File: src/rtl/axi_fifo_pkg.sv
// Shared constants for the AXI output FIFO: buffer geometry, read FSM encoding
// and the rate-select to words-per-block table.
package axi_fifo_pkg;

    localparam int DEPTH  = 64;
    localparam int AW     = 7;
    localparam int WORD_W = 32;

    localparam logic [0:0] R_IDLE = 1'b0;
    localparam logic [0:0] R_DATA = 1'b1;

    function automatic logic [5:0] words_per_block(input logic [1:0] sel);
        case (sel)
            2'd0:    return 6'd36;
            2'd1:    return 6'd34;
            2'd2:    return 6'd26;
            default: return 6'd18;
        endcase
    endfunction

endpackage

File: src/rtl/axi_out_word_packer.sv
// Collects hash-core output bytes into big-endian 32-bit words; the completed
// word is presented combinationally in the cycle its fourth byte is accepted.
module axi_out_word_packer
    import axi_fifo_pkg::*;
(
    input  logic              wclk,
    input  logic              ARESETn,
    input  logic              flush,
    input  logic              accept,
    input  logic [7:0]        byte_in,
    output logic              word_wr,
    output logic [WORD_W-1:0] word_out
);

    logic [1:0]  pcnt;
    logic [23:0] hold;

    always_ff @(posedge wclk or negedge ARESETn) begin
        if (!ARESETn) begin
            pcnt <= 2'd0;
            hold <= 24'd0;
        end else if (flush) begin
            pcnt <= 2'd0;
            hold <= 24'd0;
        end else if (accept) begin
            pcnt <= pcnt + 2'd1;
            case (pcnt)
                2'd0:    hold[23:16] <= byte_in;
                2'd1:    hold[15:8]  <= byte_in;
                2'd2:    hold[7:0]   <= byte_in;
                default: hold        <= hold;
            endcase
        end
    end

    // The fourth byte bypasses the holding register so the word lands this cycle.
    assign word_wr  = accept && (pcnt == 2'd3) && !flush;
    assign word_out = {hold, byte_in};

endmodule

File: src/rtl/axi_output_fifo.sv
// Output buffer between the hash core and an AXI read port: bytes are packed
// into words, stored in a circular memory and drained by AXI read bursts.
module axi_output_fifo #(
    parameter int DEPTH = axi_fifo_pkg::DEPTH,
    parameter int AW    = axi_fifo_pkg::AW
) (
    input  logic          wclk,
    input  logic          ARESETn,
    input  logic [1:0]    sel,
    input  logic          flush,
    input  logic          byte_valid,
    input  logic [7:0]    byte_in,
    output logic          byte_ready,
    input  logic          ARVALID,
    input  logic [7:0]    ARLEN,
    output logic          ARREADY,
    output logic          RVALID,
    output logic [31:0]   RDATA,
    output logic [1:0]    RRESP,
    output logic          RLAST,
    input  logic          RREADY,
    output logic [AW-1:0] level,
    output logic          blk_done
);
    import axi_fifo_pkg::*;

    logic [WORD_W-1:0] mem [DEPTH];
    logic [AW-1:0]     wptr;
    logic [AW-1:0]     rptr;
    logic              full;
    logic              empty;
    logic              accept;
    logic              word_wr;
    logic [WORD_W-1:0] word_out;
    logic              rd_fire;
    logic [0:0]        state;
    logic [8:0]        beats;
    logic [8:0]        beat_cnt;
    logic [5:0]        blk_cnt;
    logic [5:0]        blk_target;
    logic [5:0]        cur_target;

    assign full       = (wptr[AW-1] != rptr[AW-1]) && (wptr[AW-2:0] == rptr[AW-2:0]);
    assign empty      = (wptr == rptr);
    assign level      = wptr - rptr;
    assign byte_ready = !full;
    assign accept     = byte_valid && byte_ready;

    assign ARREADY = (state == R_IDLE);
    assign RVALID  = (state == R_DATA) && !empty;
    assign RDATA   = mem[rptr[AW-2:0]];
    assign RLAST   = RVALID && (beat_cnt == beats - 9'd1);
    assign RRESP   = 2'b00;
    assign rd_fire = RVALID && RREADY;

    axi_out_word_packer u_packer (
        .wclk     (wclk),
        .ARESETn  (ARESETn),
        .flush    (flush),
        .accept   (accept),
        .byte_in  (byte_in),
        .word_wr  (word_wr),
        .word_out (word_out)
    );

    always_ff @(posedge wclk) begin
        if (word_wr)
            mem[wptr[AW-2:0]] <= word_out;
    end

    always_ff @(posedge wclk or negedge ARESETn) begin
        if (!ARESETn) begin
            wptr <= '0;
            rptr <= '0;
        end else if (flush) begin
            wptr <= '0;
            rptr <= '0;
        end else begin
            if (word_wr)
                wptr <= wptr + AW'(1);
            if (rd_fire)
                rptr <= rptr + AW'(1);
        end
    end

    // The rate is sampled only on the first word of a block and held until it ends.
    always_comb begin
        cur_target = blk_target;
        if (blk_cnt == 6'd0)
            cur_target = words_per_block(sel);
    end

    always_ff @(posedge wclk or negedge ARESETn) begin
        if (!ARESETn) begin
            blk_cnt    <= 6'd0;
            blk_target <= 6'd0;
            blk_done   <= 1'b0;
        end else if (flush) begin
            blk_cnt    <= 6'd0;
            blk_target <= 6'd0;
            blk_done   <= 1'b0;
        end else begin
            blk_done <= 1'b0;
            if (word_wr) begin
                blk_target <= cur_target;
                if (blk_cnt + 6'd1 == cur_target) begin
                    blk_cnt  <= 6'd0;
                    blk_done <= 1'b1;
                end else begin
                    blk_cnt <= blk_cnt + 6'd1;
                end
            end
        end
    end

    always_ff @(posedge wclk or negedge ARESETn) begin
        if (!ARESETn) begin
            state    <= R_IDLE;
            beats    <= 9'd0;
            beat_cnt <= 9'd0;
        end else if (flush) begin
            state    <= R_IDLE;
            beats    <= 9'd0;
            beat_cnt <= 9'd0;
        end else if (state == R_IDLE) begin
            if (ARVALID) begin
                beats    <= {1'b0, ARLEN} + 9'd1;
                beat_cnt <= 9'd0;
                state    <= R_DATA;
            end
        end else if (rd_fire) begin
            if (RLAST) begin
                beat_cnt <= 9'd0;
                state    <= R_IDLE;
            end else begin
                beat_cnt <= beat_cnt + 9'd1;
            end
        end
    end

endmodule
File: config.mk
export PLATFORM = sky130hd
export DESIGN_NAME = axi_output_fifo
export DESIGN_NICKNAME = d
export VERILOG_FILES = /design/src/rtl/axi_fifo_pkg.sv /design/src/rtl/axi_out_word_packer.sv /design/src/rtl/axi_output_fifo.sv
export SDC_FILE = /design/constraint.sdc
export NUM_CORES = 2
export LEC_CHECK = 0
export CORE_ASPECT_RATIO = 0.8
export CORE_MARGIN = 2
export CORE_UTILIZATION = 45
export DETAILED_ROUTE_END_ITERATION = 10
export GPL_TIMING_DRIVEN = 0
export PLACE_DENSITY = 0.66
export SETUP_SLACK_MARGIN = 0.5
export SLEW_MARGIN = 20
export SYNTH_ARGS = -nofsm -noshare
export SYNTH_HDL_FRONTEND = slang
export SYNTH_SLANG_ARGS = --single-unit
File: constraint.sdc
create_clock -name wclk -period 15.5 [get_ports wclk]
set_input_delay 2.325 -clock wclk [delete_from_list [all_inputs] [get_ports wclk]]
set_output_delay 2.325 -clock wclk [all_outputs]
set_load 0.005 [all_outputs]
# Word level (Yosys, flattened, before mapping)
# Memories as Yosys holds them, arrays and structs flattened.
# Cells that the tools add are included.
totals:
  ff_bits: 72
  ram_bits: 2048
  in_bits: 24
  output_inout_bits: 46
  word_cells: 96
  mem_count: 1
classes:
  addsub: 8
  n_eq_ne: 12
  muxes: 36
  bitwise: 1
  n_reduce_logical: 26
memory_table:
  columns: ["memory", "words", "width", "rd", "rd_ports_with_merged_regs", "wr", "line", "source"]
  rows:
  - ["mem", 64, 32, 1, 0, 1, "axi_output_fifo.sv:27", "logic [WORD_W-1:0] mem [DEPTH];"]
ops:
  columns: ["cell", "count"]
  rows:
  - ["two-way mux 9 bit", 8]
  - ["two-way mux 24 bit", 2]
  - ["two-way mux 6 bit", 6]
  - ["two-way mux 7 bit", 4]
  - ["two-way mux 8 bit", 3]
  - ["case mux 6 bit (3 select lines)", 1]
  - ["adder 7 x 1 -> 7 bit (second input constant)", 2]
  - ["nonzero test 2 bit", 7]
  - ["equality test 6 bit", 2]
  - ["two-way mux 1 bit", 10]
  - ["AND reduction 2 bit", 5]
  - ["adder 8 x 1 -> 9 bit (second input constant)", 1]
  - ["adder 9 x 1 -> 9 bit (second input constant)", 1]
  - ["equality test 9 bit", 1]
  - ["subtractor 9 x 1 -> 9 bit (second input constant)", 1]
  - ["equality test 7 bit", 1]
  - ["logical AND 1 bit", 7]
  - ["subtractor 7 bit", 1]
  - ["adder 6 x 1 -> 6 bit (second input constant)", 1]
  - ["equality test 2 bit (second input constant)", 3]
  - ["logical NOT 6 bit", 1]
  - ["equality test 2 x 1 -> 1 bit (second input constant)", 2]
  - ["logical NOT 2 bit", 2]
  - ["two-way mux 2 bit", 2]
  - ["other kinds (7)", 9]

# Longest topological paths before layout
depth:
  depth_word: 8
  depth_mapped: 14
  depth_no_buf: 9

# Cells and area by module
# Synthesis repeated with hierarchy kept, for this count alone.
unflattened:
  hier_cells: 3798
  area_unflattened_um2: 82555.4
modules_own_cells:
  columns: ["mod", "instances", "cells_per_inst", "area_each_um2", "seq_area_each_um2"]
  rows:
  - ["axi_output_fifo", 1, 3688, 81256.7, 62650.1]
  - ["axi_out_word_packer", 1, 110, 1298.7, 650.6]

# Least setup slack after synthesis
# Ideal clock, no wire load.
synth_path:
  path_kind: "flip-flop to output port"
  from: "reg rptr[5]"
  to: "out RLAST"
  arrival_ns: 3.007
  t_required_ns: 13.175
  setup_slack_ns: 10.168
  path_stages_with_launch: 11
  path_buffers: 3
  path_cell_list: "dfrtp_1 > inv_2 > buf_1 > clkbuf_1 > clkbuf_1 > ha_1 > and4_1 > a41oi_1 > o211a_1 > nand3_1 > nor3_1"
synth_via:
  elab_chain_cells: 4
synth_lines:
  columns: ["element", "line", "source"]
  rows:
  - ["start, declared", "axi_output_fifo.sv:29", "logic [AW-1:0] rptr;"]
  - ["start signal, assigned", "axi_output_fifo.sv:82", "rptr <= rptr + AW'(1);"]
  - ["equality test 7 bit", "axi_output_fifo.sv:44", "assign empty = (wptr == rptr);"]
  - ["logical NOT 1 bit", "axi_output_fifo.sv:50", "assign RVALID = (state == R_DATA) && !empty;"]
  - ["logical AND 1 bit", "axi_output_fifo.sv:50", null]
  - ["net RVALID", "axi_output_fifo.sv:17", "output logic RVALID,"]
  - ["logical AND 1 bit", "axi_output_fifo.sv:52", "assign RLAST = RVALID && (beat_cnt == beats - 9'd1);"]
  - ["end, declared", "axi_output_fifo.sv:20", "output logic RLAST,"]
# The timed path passes the listed nets, and every way through them passes these cells.

# Worst setup path after layout
layout_path:
  from: "reg rptr[2]"
  to: "out RLAST"
layout_via:
  elab_chain_cells: 4
layout_lines:
  columns: ["element", "line"]
  rows:
  - ["equality test 7 bit", "axi_output_fifo.sv:44"]
  - ["logical NOT 1 bit", "axi_output_fifo.sv:50"]
  - ["logical AND 1 bit", "axi_output_fifo.sv:50"]
  - ["logical AND 1 bit", "axi_output_fifo.sv:52"]
# Every way passes these cells.

==> summary.txt <==
Global route
  • First-pass GRT wire length: between 300 and 400 mm
  • Vias in the first global route: between 40k and 50k
  • Largest net degree at the start of global routing: 68
  • Total gr overflow: 0
  • Aggregate global-route resource usage: 0.273
  • Initial antenna violation count: 14

Clock network
  • TritonCTS buffer count: 195
  • Post-CTS resize count: 0
  • Setup Fix Bufs, Post-CTS: 0
  • H-Tree Depth: 4
  • Bufs on Longest Clock Path: 3
  • CTS Sinks: 2120
  • CTS clock-pin slew for the worst setup and hold paths: approximately 0.07 ns
  • Clock root buffer: clkbuf_16
  • Hold_buf cts: 0
  • CTS tree: yes
  • Worst-Skew Late Latency: 0.86 ns

Final layout
  • Filler instances: around 14k
  • Design area: approximately 97000 um2
  • Commonest non-fill, non-tap cell in the layout: edfxtp_1
  • # nets final: about 4.3k
  • Register area: approximately 63000 um2
  • Share of layout cells above drive strength 1: 0.282
  • Layout area overhead: 17.1%
  • Area occupied by multi-input gates: between 15000 and 20000 um2
  • Most frequent cells in the layout: edfxtp_1 (2048), mux4_2 (588), nand2_1 (291), clkbuf_16 (197), clkbuf_1 (128)

Setup path
  • WP data required: ~13 ns
  • Bufs and invs on worst path: 7
  • Worst reg-to-reg setup slack: between 7 and 8 ns
  • Worst r2r src: rptr[2]$_DFFE_PN0P_
  • Crit path max fanout: 10
  • Critical Path End Type: primary output
  • Crit path arrival time: around 6.6 ns
  • Worst path top cell family by delay: buffers and inverters
  • Critical Path Most Common Cell: clkbuf_1
  • Critical Path, Cell by Cell: buf_2 -> inv_1 -> clkbuf_1 -> clkbuf_1 -> buf_1 -> buf_8 -> ha_1 -> and4_1 -> a41oi_1 -> o211a_1 -> nand3_1 -> nor3_1 -> clkdlybuf4s50_1
  • FF-to-FF End: mem[6][14]$_DFFE_PP_
  • Startpoint Class: flip-flop
  • Worst setup path class: reg2out
  • Critical path's slowest cell: a41oi_1
  • R2R cell count: 16
  • CP peak stage delay: between 0.8 and 0.9 ns

Die
  • Die Y: approximately 390 um
  • Starting Density: 0.453
  • Die area: approximately 190000 um2
  • Core Footprint: about 180000 um2
  • Num rows: 140
  • I/O pins: 70
  • Die Width: about 480 um

Place
  • Post-Place Cell Area: about 90000 um2
  • Placement Setup Slack: 7.27 ns
  • GP Congestion: 1.09
  • Detailed placement HPWL: roughly 170 mm
  • Port-buffer cells: 66

Timing
  • RSZ-0062 raised after global routing: no
  • Setup skew after layout: ~0.04 ns
  • Tmin final: approximately 9.0 ns
  • Fin. Hold Viols: 0
  • Final setup viols: 0
  • Slew Limit Headroom: 0.0522
  • Final Slew Violations: 0
  • Final worst setup slack: between 6 and 7 ns
  • Worst-margin pin slew: about 1.4 ns
  • Fin crit share: 0.578
  • Fmax: approximately 0.11 GHz
  • Setup TNS: 0 ns

Hold path
  • Worst min path class: reg2reg
  • Hold Crit Depth: 2
  • Worst hold path endpoint: beats[7]$_DFFE_PN0P_
  • Worst hold start: beats[7]$_DFFE_PN0P_

Detailed routing
  • Drt pass-1 iters: 8
  • Drt wl/cell: 37.3 um
  • Routed Wire Length: between 200 and 300 mm
  • Drt via density: ~6.5
  • Via count: roughly 44k
  • Antenna Nets Post-Route: 0
  • Initial DRC count: 8656
  • DR DRC count: 0

Synthesis
  • Largest area contributor in the netlist: edfxtp_1
  • Syn Std Cell Area: ~83000 um2
  • Avg Inst Size Synth: 21.4 um2
  • Synth area leaders: edfxtp_1 (75%), mux4_2 (16%), dfrtp_1 (2.2%)
  • Seq cells post-synth: 2120
  • Register area share after synthesis: 0.767
  • Synth top area share: 0.745
  • Yosys warns: 0
  • Async S/R FF share, synth: 0.0340
  • Most common flop cell mapped by yosys: edfxtp_1
  • Synth unique cells: slightly below 70
  • Post-synth EDFFs: 2048
  • Syn Inst Count: approximately 3.8k

Run
  • Max cap viols: 0

Power and ir drop
  • Pleak: approximately 29 nW
  • Largest vdd supply drop: 0.0983 mV
  • Power per cell area: around 120 nW/um2

Status
  • Status: complete, no violations
## power by group
group          internal (mW)  switching, mW
clock                   2.72           2.18
sequential              6.27         0.0409
combinational         0.0459          0.107
total                   9.04           2.32
## state kept, by name (all words and copies together) (netlist names)
name	cells
mem	2048
u_packer.hold	24
beat_cnt	9
beats	9
rptr	7
wptr	7
blk_cnt	6
blk_target	6
u_packer.pcnt	2
blk_done	1
state	1
## area by class of cell
cell class	count	area share
tap	2414	0.0313
buffer	208	0.0102
clock buffer	244	0.0533
clock inverter	120	0.0132
sequential	2120	0.656
timing repair buffer	213	0.0422
antenna	3	0.0000777
multi-input combinational	1492	0.193
inverter	28	0.00109
## stage by stage
step | utilization | std cells | hold WS (ns) | total power, mW
global placement | 0.473 | 6328 | 0.516 | 6.57
detailed placement | 0.495 | 6469 | 0.519 | 6.59
global route | 0.530 | 6839 | 0.535 | 11.6
floorplan | - | 3848 | 0.473 | 6.47
finish | 0.530 | 6842 | 0.526 | 11.4
CTS | 0.530 | 6833 | 0.529 | 11.4
## per-layer routing
metal | track usage | vias up | part of all wire
met3 | 0.108 | 591 | 0.16
met4 | 0.119 | 6 | 0.049
met1 | 0.399 | 23300 | 0.38
li1 | - | 16800 | -
met2 | 0.363 | 3481 | 0.41
met5 | 0 | - | 0.00030
## kinds of logic after synthesis
| family | count (synthesis) | share of synthesized area |
|---|---|---|
| flip-flops | 2120 | 0.767 |
| AND/OR/NAND/NOR | 624 | 0.0337 |
| multiplexers | 597 | 0.162 |
| buffers and inverters | 236 | 0.0130 |
| AO/OA/AOI/OAI | 215 | 0.0175 |
| XOR/XNOR | 36 | 0.00417 |
| adder cells (fa/ha/maj) | 18 | 0.00282 |
| other | 1 | 0.0000455 |
## tightest hold or removal path, delay by kind of cell, from the launching register on
family          cells  cell delay, ns
compound gates      1            0.06
flops               1            0.37
simple gates        1            0.05
## synthesized netlist by cell type, drive strengths merged (21+ instances only)
library cell / instances
edfxtp: 2048
mux4: 588
nand2: 291
nor2: 155
buf: 112
clkbuf: 96
dfrtp: 72
nand3: 62
a21oi: 57
a31oi: 40
and3: 38
o21ai: 29
inv: 28
xnor2: 21
## worst max-delay path by stage
stage / endpoint / cells past startpoint / slack, ns / from
2_1_floorplan: RLAST / 10 / 10.17 / rptr[5]$_DFFE_PN0P_
3_3_place_gp: mem[33][5]$_DFFE_PP_ / 12 / 5.30 / rptr[5]$_DFFE_PN0P_
3_5_place_dp: RLAST / 11 / 7.27 / rptr[5]$_DFFE_PN0P_
4_1_cts: RLAST / 11 / 6.32 / rptr[5]$_DFFE_PN0P_
5_1_grt: RLAST / 13 / 6.53 / rptr[2]$_DFFE_PN0P_
6_report: RLAST / 13 / 6.54 / rptr[2]$_DFFE_PN0P_
No activity file was read; power rests on OpenSTA's default activity.
